`config.mk`:
```
export PLATFORM = sky130hd
export DESIGN_NAME = immgen_pipe_flat
export DESIGN_NICKNAME = d
export VERILOG_FILES = /design/src/rtl/immgen_pkg.sv /design/src/rtl/immgen_if.sv /design/src/rtl/immgen_core.sv /design/src/rtl/immgen_pipe.sv /design/src/flat_wrapper.sv
export SDC_FILE = /design/constraint.sdc
export NUM_CORES = 1
export LEC_CHECK = 0
export ABC_AREA = 0
export CAP_MARGIN = 20
export CORE_ASPECT_RATIO = 0.5
export CORE_UTILIZATION = 46
export CTS_CLUSTER_DIAMETER = 200
export CTS_CLUSTER_SIZE = 20
export DETAILED_ROUTE_END_ITERATION = 8
export PLACE_DENSITY = 0.75
export SYNTH_ARGS = -nofsm -noshare
export SYNTH_HDL_FRONTEND = slang
export SYNTH_SLANG_ARGS = --single-unit
```
`constraint.sdc`:
```
create_clock -name clk_i -period 1.9 [get_ports clk_i]
set_input_delay 0.285 -clock clk_i [delete_from_list [all_inputs] [get_ports clk_i]]
set_output_delay 0.285 -clock clk_i [all_outputs]
set_load 0.02 [all_outputs]
```
`src/rtl/immgen_pkg.sv`:
```
// immgen_pkg: format classes, base opcodes and shift-amount width helper
// shared by the immediate generator core, its pipeline wrapper and its bus.
package immgen_pkg;

  // Format class reported alongside each decoded immediate.
  typedef enum logic [2:0] {
    FMT_R       = 3'd0,
    FMT_I       = 3'd1,
    FMT_S       = 3'd2,
    FMT_B       = 3'd3,
    FMT_U       = 3'd4,
    FMT_J       = 3'd5,
    FMT_SHAMT   = 3'd6,
    FMT_ILLEGAL = 3'd7
  } fmt_e;

  localparam logic [6:0] OPC_LOAD     = 7'b0000011;
  localparam logic [6:0] OPC_OP_IMM   = 7'b0010011;
  localparam logic [6:0] OPC_AUIPC    = 7'b0010111;
  localparam logic [6:0] OPC_OP_IMM32 = 7'b0011011;
  localparam logic [6:0] OPC_STORE    = 7'b0100011;
  localparam logic [6:0] OPC_OP       = 7'b0110011;
  localparam logic [6:0] OPC_LUI      = 7'b0110111;
  localparam logic [6:0] OPC_OP32     = 7'b0111011;
  localparam logic [6:0] OPC_BRANCH   = 7'b1100011;
  localparam logic [6:0] OPC_JALR     = 7'b1100111;
  localparam logic [6:0] OPC_JAL      = 7'b1101111;

  // Shift-amount field width for a given datapath width.
  function automatic int shamt_w(input int xlen);
    return (xlen == 64) ? 6 : 5;
  endfunction

endpackage

```
`src/rtl/immgen_if.sv`:
```
// immgen_if: upstream (instruction/tag) and downstream (immediate/format/tag)
// valid/ready handshakes plus the redirect flush for immgen_pipe.
interface immgen_if #(
  parameter int XLEN  = 32,
  parameter int TAG_W = 32
);
  import immgen_pkg::*;

  logic             flush_i;
  logic             in_valid_i;
  logic             in_ready_o;
  logic [31:0]      inst_i;
  logic [TAG_W-1:0] tag_i;
  logic             out_valid_o;
  logic             out_ready_i;
  logic [XLEN-1:0]  imm_o;
  fmt_e             fmt_o;
  logic             is_rvc_o;
  logic [TAG_W-1:0] tag_o;

  // Environment side: fetch producer and ID/EX consumer.
  modport master (
    output flush_i, in_valid_i, inst_i, tag_i, out_ready_i,
    input  in_ready_o, out_valid_o, imm_o, fmt_o, is_rvc_o, tag_o
  );

  // Decoder side.
  modport slave (
    input  flush_i, in_valid_i, inst_i, tag_i, out_ready_i,
    output in_ready_o, out_valid_o, imm_o, fmt_o, is_rvc_o, tag_o
  );

endinterface

```
`src/rtl/immgen_core.sv`:
```
// immgen_core: combinational instruction -> {immediate, format, is_rvc}.
// Compressed decoding is compiled in when IMMGEN_RVC_EN is defined; otherwise
// any 16-bit encoding is reported as ILLEGAL.
module immgen_core
  import immgen_pkg::*;
#(
  parameter int XLEN = 32
) (
  input  logic [31:0]     inst,
  output logic [XLEN-1:0] imm,
  output fmt_e            fmt,
  output logic            is_rvc
);

  localparam int SW = shamt_w(XLEN);

  // Every immediate fits in 32 bits with its final sign already in bit 31,
  // so widening to XLEN is a single sign extension at the end.
  logic [31:0] imm32;
  logic [6:0]  opcode;
  logic [2:0]  funct3;
  logic        is_shift;

  assign opcode   = inst[6:0];
  assign funct3   = inst[14:12];
  assign is_shift = (funct3 == 3'b001) || (funct3 == 3'b101);

  // Decode format and raw 32-bit immediate.
  always_comb begin
    imm32  = '0;
    fmt    = FMT_ILLEGAL;
    is_rvc = 1'b0;
    if (inst[1:0] == 2'b11) begin
      case (opcode)
        OPC_OP_IMM: begin
          if (is_shift) begin
            fmt   = FMT_SHAMT;
            imm32 = 32'(inst[20 +: SW]);
          end else begin
            fmt   = FMT_I;
            imm32 = {{20{inst[31]}}, inst[31:20]};
          end
        end
        OPC_OP_IMM32: begin
          if (XLEN == 64) begin
            if (is_shift) begin
              fmt   = FMT_SHAMT;
              imm32 = {27'b0, inst[24:20]};
            end else begin
              fmt   = FMT_I;
              imm32 = {{20{inst[31]}}, inst[31:20]};
            end
          end
        end
        OPC_LOAD, OPC_JALR: begin
          fmt   = FMT_I;
          imm32 = {{20{inst[31]}}, inst[31:20]};
        end
        OPC_STORE: begin
          fmt   = FMT_S;
          imm32 = {{20{inst[31]}}, inst[31:25], inst[11:7]};
        end
        OPC_BRANCH: begin
          fmt   = FMT_B;
          imm32 = {{19{inst[31]}}, inst[31], inst[7], inst[30:25], inst[11:8], 1'b0};
        end
        OPC_LUI, OPC_AUIPC: begin
          fmt   = FMT_U;
          imm32 = {inst[31:12], 12'b0};
        end
        OPC_JAL: begin
          fmt   = FMT_J;
          imm32 = {{11{inst[31]}}, inst[31], inst[19:12], inst[20], inst[30:21], 1'b0};
        end
        OPC_OP, OPC_OP32: begin
          fmt   = FMT_R;
        end
        default: ;
      endcase
    end
`ifdef IMMGEN_RVC_EN
    else begin
      is_rvc = 1'b1;
      case (inst[1:0])
        2'b00: begin
          case (inst[15:13])
            3'b000: begin  // C.ADDI4SPN, zero immediate is reserved
              imm32 = {22'b0, inst[10:7], inst[12:11], inst[5], inst[6], 2'b00};
              fmt   = (imm32 == '0) ? FMT_ILLEGAL : FMT_I;
            end
            3'b010: begin  // C.LW
              imm32 = {25'b0, inst[5], inst[12:10], inst[6], 2'b00};
              fmt   = FMT_I;
            end
            3'b110: begin  // C.SW
              imm32 = {25'b0, inst[5], inst[12:10], inst[6], 2'b00};
              fmt   = FMT_S;
            end
            default: ;
          endcase
        end
        2'b01: begin
          case (inst[15:13])
            3'b000, 3'b010: begin  // C.ADDI, C.LI
              imm32 = {{26{inst[12]}}, inst[12], inst[6:2]};
              fmt   = FMT_I;
            end
            3'b001: begin  // C.JAL exists only on RV32 (C.ADDIW otherwise)
              if (XLEN == 32) begin
                imm32 = {{20{inst[12]}}, inst[12], inst[8], inst[10:9], inst[6],
                         inst[7], inst[2], inst[11], inst[5:3], 1'b0};
                fmt   = FMT_J;
              end
            end
            3'b011: begin
              if (inst[11:7] == 5'd2) begin  // C.ADDI16SP
                imm32 = {{22{inst[12]}}, inst[12], inst[4:3], inst[5], inst[2],
                         inst[6], 4'b0};
                fmt   = (imm32 == '0) ? FMT_ILLEGAL : FMT_I;
              end else begin  // C.LUI
                imm32 = {{14{inst[12]}}, inst[12], inst[6:2], 12'b0};
                fmt   = (imm32 == '0) ? FMT_ILLEGAL : FMT_U;
              end
            end
            3'b100: begin  // C.SRLI / C.SRAI; shamt[5] is reserved on RV32
              if (!inst[11] && (XLEN == 64 || !inst[12])) begin
                imm32 = {26'b0, inst[12], inst[6:2]};
                fmt   = FMT_SHAMT;
              end
            end
            3'b101: begin  // C.J
              imm32 = {{20{inst[12]}}, inst[12], inst[8], inst[10:9], inst[6],
                       inst[7], inst[2], inst[11], inst[5:3], 1'b0};
              fmt   = FMT_J;
            end
            default: begin  // C.BEQZ, C.BNEZ
              imm32 = {{23{inst[12]}}, inst[12], inst[6:5], inst[2], inst[11:10],
                       inst[4:3], 1'b0};
              fmt   = FMT_B;
            end
          endcase
        end
        default: begin
          case (inst[15:13])
            3'b000: begin  // C.SLLI
              if (XLEN == 64 || !inst[12]) begin
                imm32 = {26'b0, inst[12], inst[6:2]};
                fmt   = FMT_SHAMT;
              end
            end
            3'b010: begin  // C.LWSP
              imm32 = {24'b0, inst[3:2], inst[12], inst[6:4], 2'b00};
              fmt   = FMT_I;
            end
            3'b110: begin  // C.SWSP
              imm32 = {24'b0, inst[8:7], inst[12:9], 2'b00};
              fmt   = FMT_S;
            end
            default: ;
          endcase
        end
      endcase
    end
`endif
  end

  assign imm = XLEN'($signed(imm32));

endmodule

```
`src/rtl/immgen_pipe.sv`:
```
// immgen_pipe: registered immediate generator. Decodes on push and buffers
// {imm, fmt, is_rvc, tag} in a DEPTH-entry FIFO with valid/ready on both sides.
// Optional compressed decoding: define IMMGEN_RVC_EN.
module immgen_pipe
  import immgen_pkg::*;
#(
  parameter int XLEN  = 32,
  parameter int DEPTH = 2,
  parameter int TAG_W = 32
) (
  input  logic     clk_i,
  input  logic     rst_ni,
  immgen_if.slave  bus
);

  localparam int PW = (DEPTH > 1) ? $clog2(DEPTH) : 1;

  typedef struct packed {
    logic [XLEN-1:0]  imm;
    fmt_e             fmt;
    logic             is_rvc;
    logic [TAG_W-1:0] tag;
  } entry_t;

  logic [XLEN-1:0] core_imm;
  fmt_e            core_fmt;
  logic            core_rvc;
  entry_t          wr_entry;
  entry_t          head;
  entry_t          slot [DEPTH];

  logic [PW-1:0] wr_ptr_reg, wr_ptr_next;
  logic [PW-1:0] rd_ptr_reg, rd_ptr_next;
  logic [PW:0]   count_reg, count_next;
  logic          full, push, pop;

  immgen_core #(.XLEN(XLEN)) u_core (
    .inst   (bus.inst_i),
    .imm    (core_imm),
    .fmt    (core_fmt),
    .is_rvc (core_rvc)
  );

  assign wr_entry = '{imm: core_imm, fmt: core_fmt, is_rvc: core_rvc, tag: bus.tag_i};

  // Handshake qualifiers come only from registered count, so in_ready has
  // no path from out_ready.
  assign full = (count_reg == (PW+1)'(DEPTH));
  assign push = bus.in_valid_i & ~full;
  assign pop  = (count_reg != '0) & bus.out_ready_i;

  // Pointer/count update; flush wins over any push or pop in the same cycle.
  always_comb begin
    wr_ptr_next = wr_ptr_reg;
    rd_ptr_next = rd_ptr_reg;
    count_next  = count_reg;
    if (bus.flush_i) begin
      wr_ptr_next = '0;
      rd_ptr_next = '0;
      count_next  = '0;
    end else begin
      wr_ptr_next = wr_ptr_reg + PW'(push);
      rd_ptr_next = rd_ptr_reg + PW'(pop);
      count_next  = count_reg + (PW+1)'(push) - (PW+1)'(pop);
    end
  end

  // Queue bookkeeping registers.
  always_ff @(posedge clk_i or negedge rst_ni) begin
    if (!rst_ni) begin
      wr_ptr_reg <= '0;
      rd_ptr_reg <= '0;
      count_reg  <= '0;
    end else begin
      wr_ptr_reg <= wr_ptr_next;
      rd_ptr_reg <= rd_ptr_next;
      count_reg  <= count_next;
    end
  end

  // One register per queue entry, written when it is the push target.
  for (genvar gi = 0; gi < DEPTH; gi++) begin : g_slot
    entry_t entry_reg;

    // Capture the decoded instruction into this entry.
    always_ff @(posedge clk_i or negedge rst_ni) begin
      if (!rst_ni) begin
        entry_reg <= '0;
      end else if (push && !bus.flush_i && (wr_ptr_reg == PW'(gi))) begin
        entry_reg <= wr_entry;
      end
    end

    assign slot[gi] = entry_reg;
  end

  // Head entry presented to the consumer.
  always_comb begin
    head = slot[rd_ptr_reg];
  end

  assign bus.in_ready_o  = ~full;
  assign bus.out_valid_o = (count_reg != '0);
  assign bus.imm_o       = head.imm;
  assign bus.fmt_o       = head.fmt;
  assign bus.is_rvc_o    = head.is_rvc;
  assign bus.tag_o       = head.tag;

endmodule
```
`src/flat_wrapper.sv`:
```
// flat-port wrapper written by rule: the top's interface ports become plain ports
module immgen_pipe_flat import immgen_pkg::*;
#(
  parameter int XLEN  = 32,
  parameter int DEPTH = 2,
  parameter int TAG_W = 32
)
  (clk_i, rst_ni, bus_flush_i, bus_in_valid_i, bus_inst_i, bus_tag_i, bus_out_ready_i, bus_in_ready_o, bus_out_valid_o, bus_imm_o, bus_fmt_o, bus_is_rvc_o, bus_tag_o);
  immgen_if #(.XLEN(XLEN), .TAG_W(TAG_W)) bus_i ();
  input  logic clk_i;
  input  logic rst_ni;
  input wire logic [$bits(bus_i.flush_i)-1:0] bus_flush_i;
  input wire logic [$bits(bus_i.in_valid_i)-1:0] bus_in_valid_i;
  input wire logic [$bits(bus_i.inst_i)-1:0] bus_inst_i;
  input wire logic [$bits(bus_i.tag_i)-1:0] bus_tag_i;
  input wire logic [$bits(bus_i.out_ready_i)-1:0] bus_out_ready_i;
  output wire logic [$bits(bus_i.in_ready_o)-1:0] bus_in_ready_o;
  output wire logic [$bits(bus_i.out_valid_o)-1:0] bus_out_valid_o;
  output wire logic [$bits(bus_i.imm_o)-1:0] bus_imm_o;
  output wire logic [$bits(bus_i.fmt_o)-1:0] bus_fmt_o;
  output wire logic [$bits(bus_i.is_rvc_o)-1:0] bus_is_rvc_o;
  output wire logic [$bits(bus_i.tag_o)-1:0] bus_tag_o;
  assign bus_i.flush_i = bus_flush_i;
  assign bus_i.in_valid_i = bus_in_valid_i;
  assign bus_i.inst_i = bus_inst_i;
  assign bus_i.tag_i = bus_tag_i;
  assign bus_i.out_ready_i = bus_out_ready_i;
  assign bus_in_ready_o = bus_i.in_ready_o;
  assign bus_out_valid_o = bus_i.out_valid_o;
  assign bus_imm_o = bus_i.imm_o;
  assign bus_fmt_o = bus_i.fmt_o;
  assign bus_is_rvc_o = bus_i.is_rvc_o;
  assign bus_tag_o = bus_i.tag_o;
  immgen_pipe #(.XLEN(XLEN), .DEPTH(DEPTH), .TAG_W(TAG_W)) u_core (.clk_i(clk_i), .rst_ni(rst_ni), .bus(bus_i));
endmodule
```
==> reports/qor.txt <==
status - finished, violations left
failing checks - setup timing
Final #Nets - 906
largest area contributor in the netlist - dfrtp_1
CTS buffer count - 17
power per cell area - 1367 nW/um^2
peak supply drop - 616.9 uV
Syn. warnings - 0
core area - 13740 sq um
Post-Route M1 WL - 8.117 mm
ranking of synthesized cells by area - dfrtp_1, nand2_1, mux2_2
antenna viol nets, final - 0
Synth top area share - 52.47%
Clk pwr share - 24.6%
placed cells - 992
DRC viols - 0
Distinct cells, synth - 53
clk_lat worst skew - 0.41 ns
detailed-route wire length per cell - 17.60 um
post-route minimum period - 2.029 ns
Seq/Total Area, Yosys - 52.47%
Hold Path Class - primary input to asynchronous set/reset pin
Post-Syn Area per Cell - 9.987 sq um
worst r2r path cells - 8
crit path max fanout - 7
die height - 86.58 um
Tcrit/Tclk final - 106.8%
Final Instance Count excl. Fillers - 1040
Post-DP HPWL - 11.35 mm
CP Class - flop to output port
first-pass GRT wire length - 28.59 mm
Leak - 4.520 nW
final hold slack - 0.3595 ns
Combinational Power Share - 42.0%
Worst setup SP type - flop
GRT Util Overall - 24.92%
Slew Viols, Final - 0
Util after Layout - 69.34%
vias in the first global route - 5707
design area - 9525 sq um
drt pass-1 iters - 5
net switching power - 0.004508 W
Vias/cell - 5.351
Via Count - 5565
H-tree depth - 4
number of setup violations in the final report - 54
RSZ-0062 raised after global routing - true
Seq cells post-synth - 138
CP required - 1.62 ns
EDFF count, synth - 0
Die Width - 171.2 um
Routability Congestion - 0.8466
Seq pwr share - 33.4%
CTS Sinks - 138
layout cell share with drive strength beyond 1 - 30.42%
Std-Cell Rows - 30
antenna violations before repair - 0
Final Hold Vio Count - 0
Post-synth top flop - dfrtp_1
Pint - 0.008511 W
clock skew - 0.006628 ns
io pins - 139
met3 routed WL - 783 um
count leader, synth - nand2_1
DIE AREA - 14820 sq um
routed wire length - 18.30 mm
Fmax achieved - 492.8 MHz
Clock Path Buffers - 2
Area after DPL - 8478 sq um
Cells after Synth - 659
switching share of power - 34.63%
clk slew on worst S/H paths - 0.06 ns
Setup WS post-layout - -0.1293 ns
total power - 0.01302 W
Commonest cells post-synth - nand2_1, dfrtp_1, mux2_2
met2 WL post-DR - 9.152 mm
n_diodes - 0
DRT iter0 DRCs - 345
number of max-cap violations - 0
critical path capture point type - output port
Initial Util - 47.91%
max reg flops - 134
crit path DAT - 1.74 ns
Syn-to-layout area delta - 44.73%
syn nets - 730
ys async rst share - 100.0%
# port buffers - 137
CTS tree - built
highest metal used - met4
Mapped Area - 6581 sq um
Root Driver - clkbuf_16
remaining global-route overflow - 0
largest net degree at the start of global routing - 46
## routing by layer
layer	vias up	global-route usage [%]
li1	2609	-
met1	2794	32.27
met2	139	43.42
met3	23	3.699
met4	0	8.036
met5	-	0
## cells by family (layout without fill, tap and decap cells)
| kind of cell | Yosys count | count (layout) | share of synthesized area (%) |
|---|---|---|---|
| AO/OA/AOI/OAI | 91 | 91 | 11.08 |
| XOR/XNOR | 6 | 6 | 0.7986 |
| adder cells (fa/ha/maj) | 2 | 2 | 0.3802 |
| buffers and inverters | 51 | 240 | 3.878 |
| flip-flops | 138 | 138 | 52.47 |
| multiplexers | 70 | 70 | 11.96 |
| other | 1 | 1 | 0.05698 |
| AND/OR/NAND/NOR | 300 | 300 | 19.37 |
## area by class of cell
class / count / area (sq um)
fill: 1031 / 4213
sequential: 138 / 3455
multi-input combinational: 470 / 3104
timing repair buffer: 205 / 2148
clock buffer: 18 / 429.2
tap: 192 / 240.2
clock inverter: 14 / 137.6
inverter: 3 / 11.26
## path summary, 6_finish.rpt
check                                                            from                                    endpoint  slack (ns)
setup / recovery                          u_core.rd_ptr_reg$_DFF_PN0_                               bus_tag_o[22]       -0.13
min in group clk_i                                      bus_tag_i[27]  u_core.g_slot[1].entry_reg[27]$_DFFE_PN0P_        0.43
hold reg to reg            u_core.g_slot[1].entry_reg[26]$_DFFE_PN0P_  u_core.g_slot[1].entry_reg[26]$_DFFE_PN0P_        0.47
max in group asynchronous                                      rst_ni  u_core.g_slot[1].entry_reg[65]$_DFFE_PN0P_        0.91
setup reg to reg                        u_core.count_reg[1]$_DFF_PN0_               u_core.count_reg[1]$_DFF_PN0_        0.12
hold / removal                                                 rst_ni               u_core.count_reg[1]$_DFF_PN0_        0.36
## cell usage in the layout, fill, tap and decap left out, types with 4 or more instances in the layout
cell | synthesis | final
a22o_1 | 6 | 6
buf_4 | 2 | 43
o21ai_1 | 6 | 6
o221ai_1 | 7 | 7
inv_6 | 0 | 5
o21ai_0 | 11 | 11
o211ai_1 | 11 | 11
mux2_4 | 0 | 54
a221o_1 | 16 | 16
nor2_1 | 17 | 17
and2_1 | 5 | 4
a31oi_1 | 13 | 13
buf_2 | 21 | 13
clkdlybuf4s50_1 | 0 | 67
o221ai_2 | 4 | 4
a32oi_1 | 5 | 5
nand2_1 | 248 | 248
clkinvlp_4 | 0 | 4
clkbuf_16 | 0 | 19
mux2_2 | 69 | 15
dfrtp_1 | 138 | 137
buf_6 | 4 | 61
buf_12 | 0 | 12
## worst max-delay path, cell delays in order (launching register included)
cell,delay (ns)
dfrtp_2,0.48
buf_12,0.17
buf_16,0.15
buf_6,0.11
mux2_4,0.29
buf_6,0.13
## metrics by stage
| step | setup WS [ns] | setup TNS [ns] |
|---|---|---|
| floorplan | 0.05757 | 0 |
| global route | -0.1682 | -3.747 |
| CTS | -0.1674 | -4.160 |
| detailed placement | -0.1835 | -6.467 |
| global placement | -0.1511 | -5.649 |
| finish | -0.1293 | -2.096 |
## power by group through the flow
stage	sequential, W	clock [W]	combinational [W]
final	0.00435	0.00320	0.00547
after detailed placement	0.00433	0	0.00455
after CTS	0.00430	0.00325	0.00471
after global placement	0.00427	0	0.00448
after floorplan	0.00416	0	0.00269
after global routing	0.00443	0.00338	0.00586
## what timing repair did
| action | 4_1_cts | 5_1_grt |
|---|---|---|
| endpoints found under the hold margin | 41 | 0 |
| hold buffers | 1 | 0 |
| pin swaps | 0 | 2 |
| gates resized for setup | 325 | 122 |
| endpoints found under the setup margin | 69 | 55 |
| gates cloned | 3 | 2 |
| buffers inserted | 9 | 2 |
Note: power is estimated with default switching activity, not from simulation.
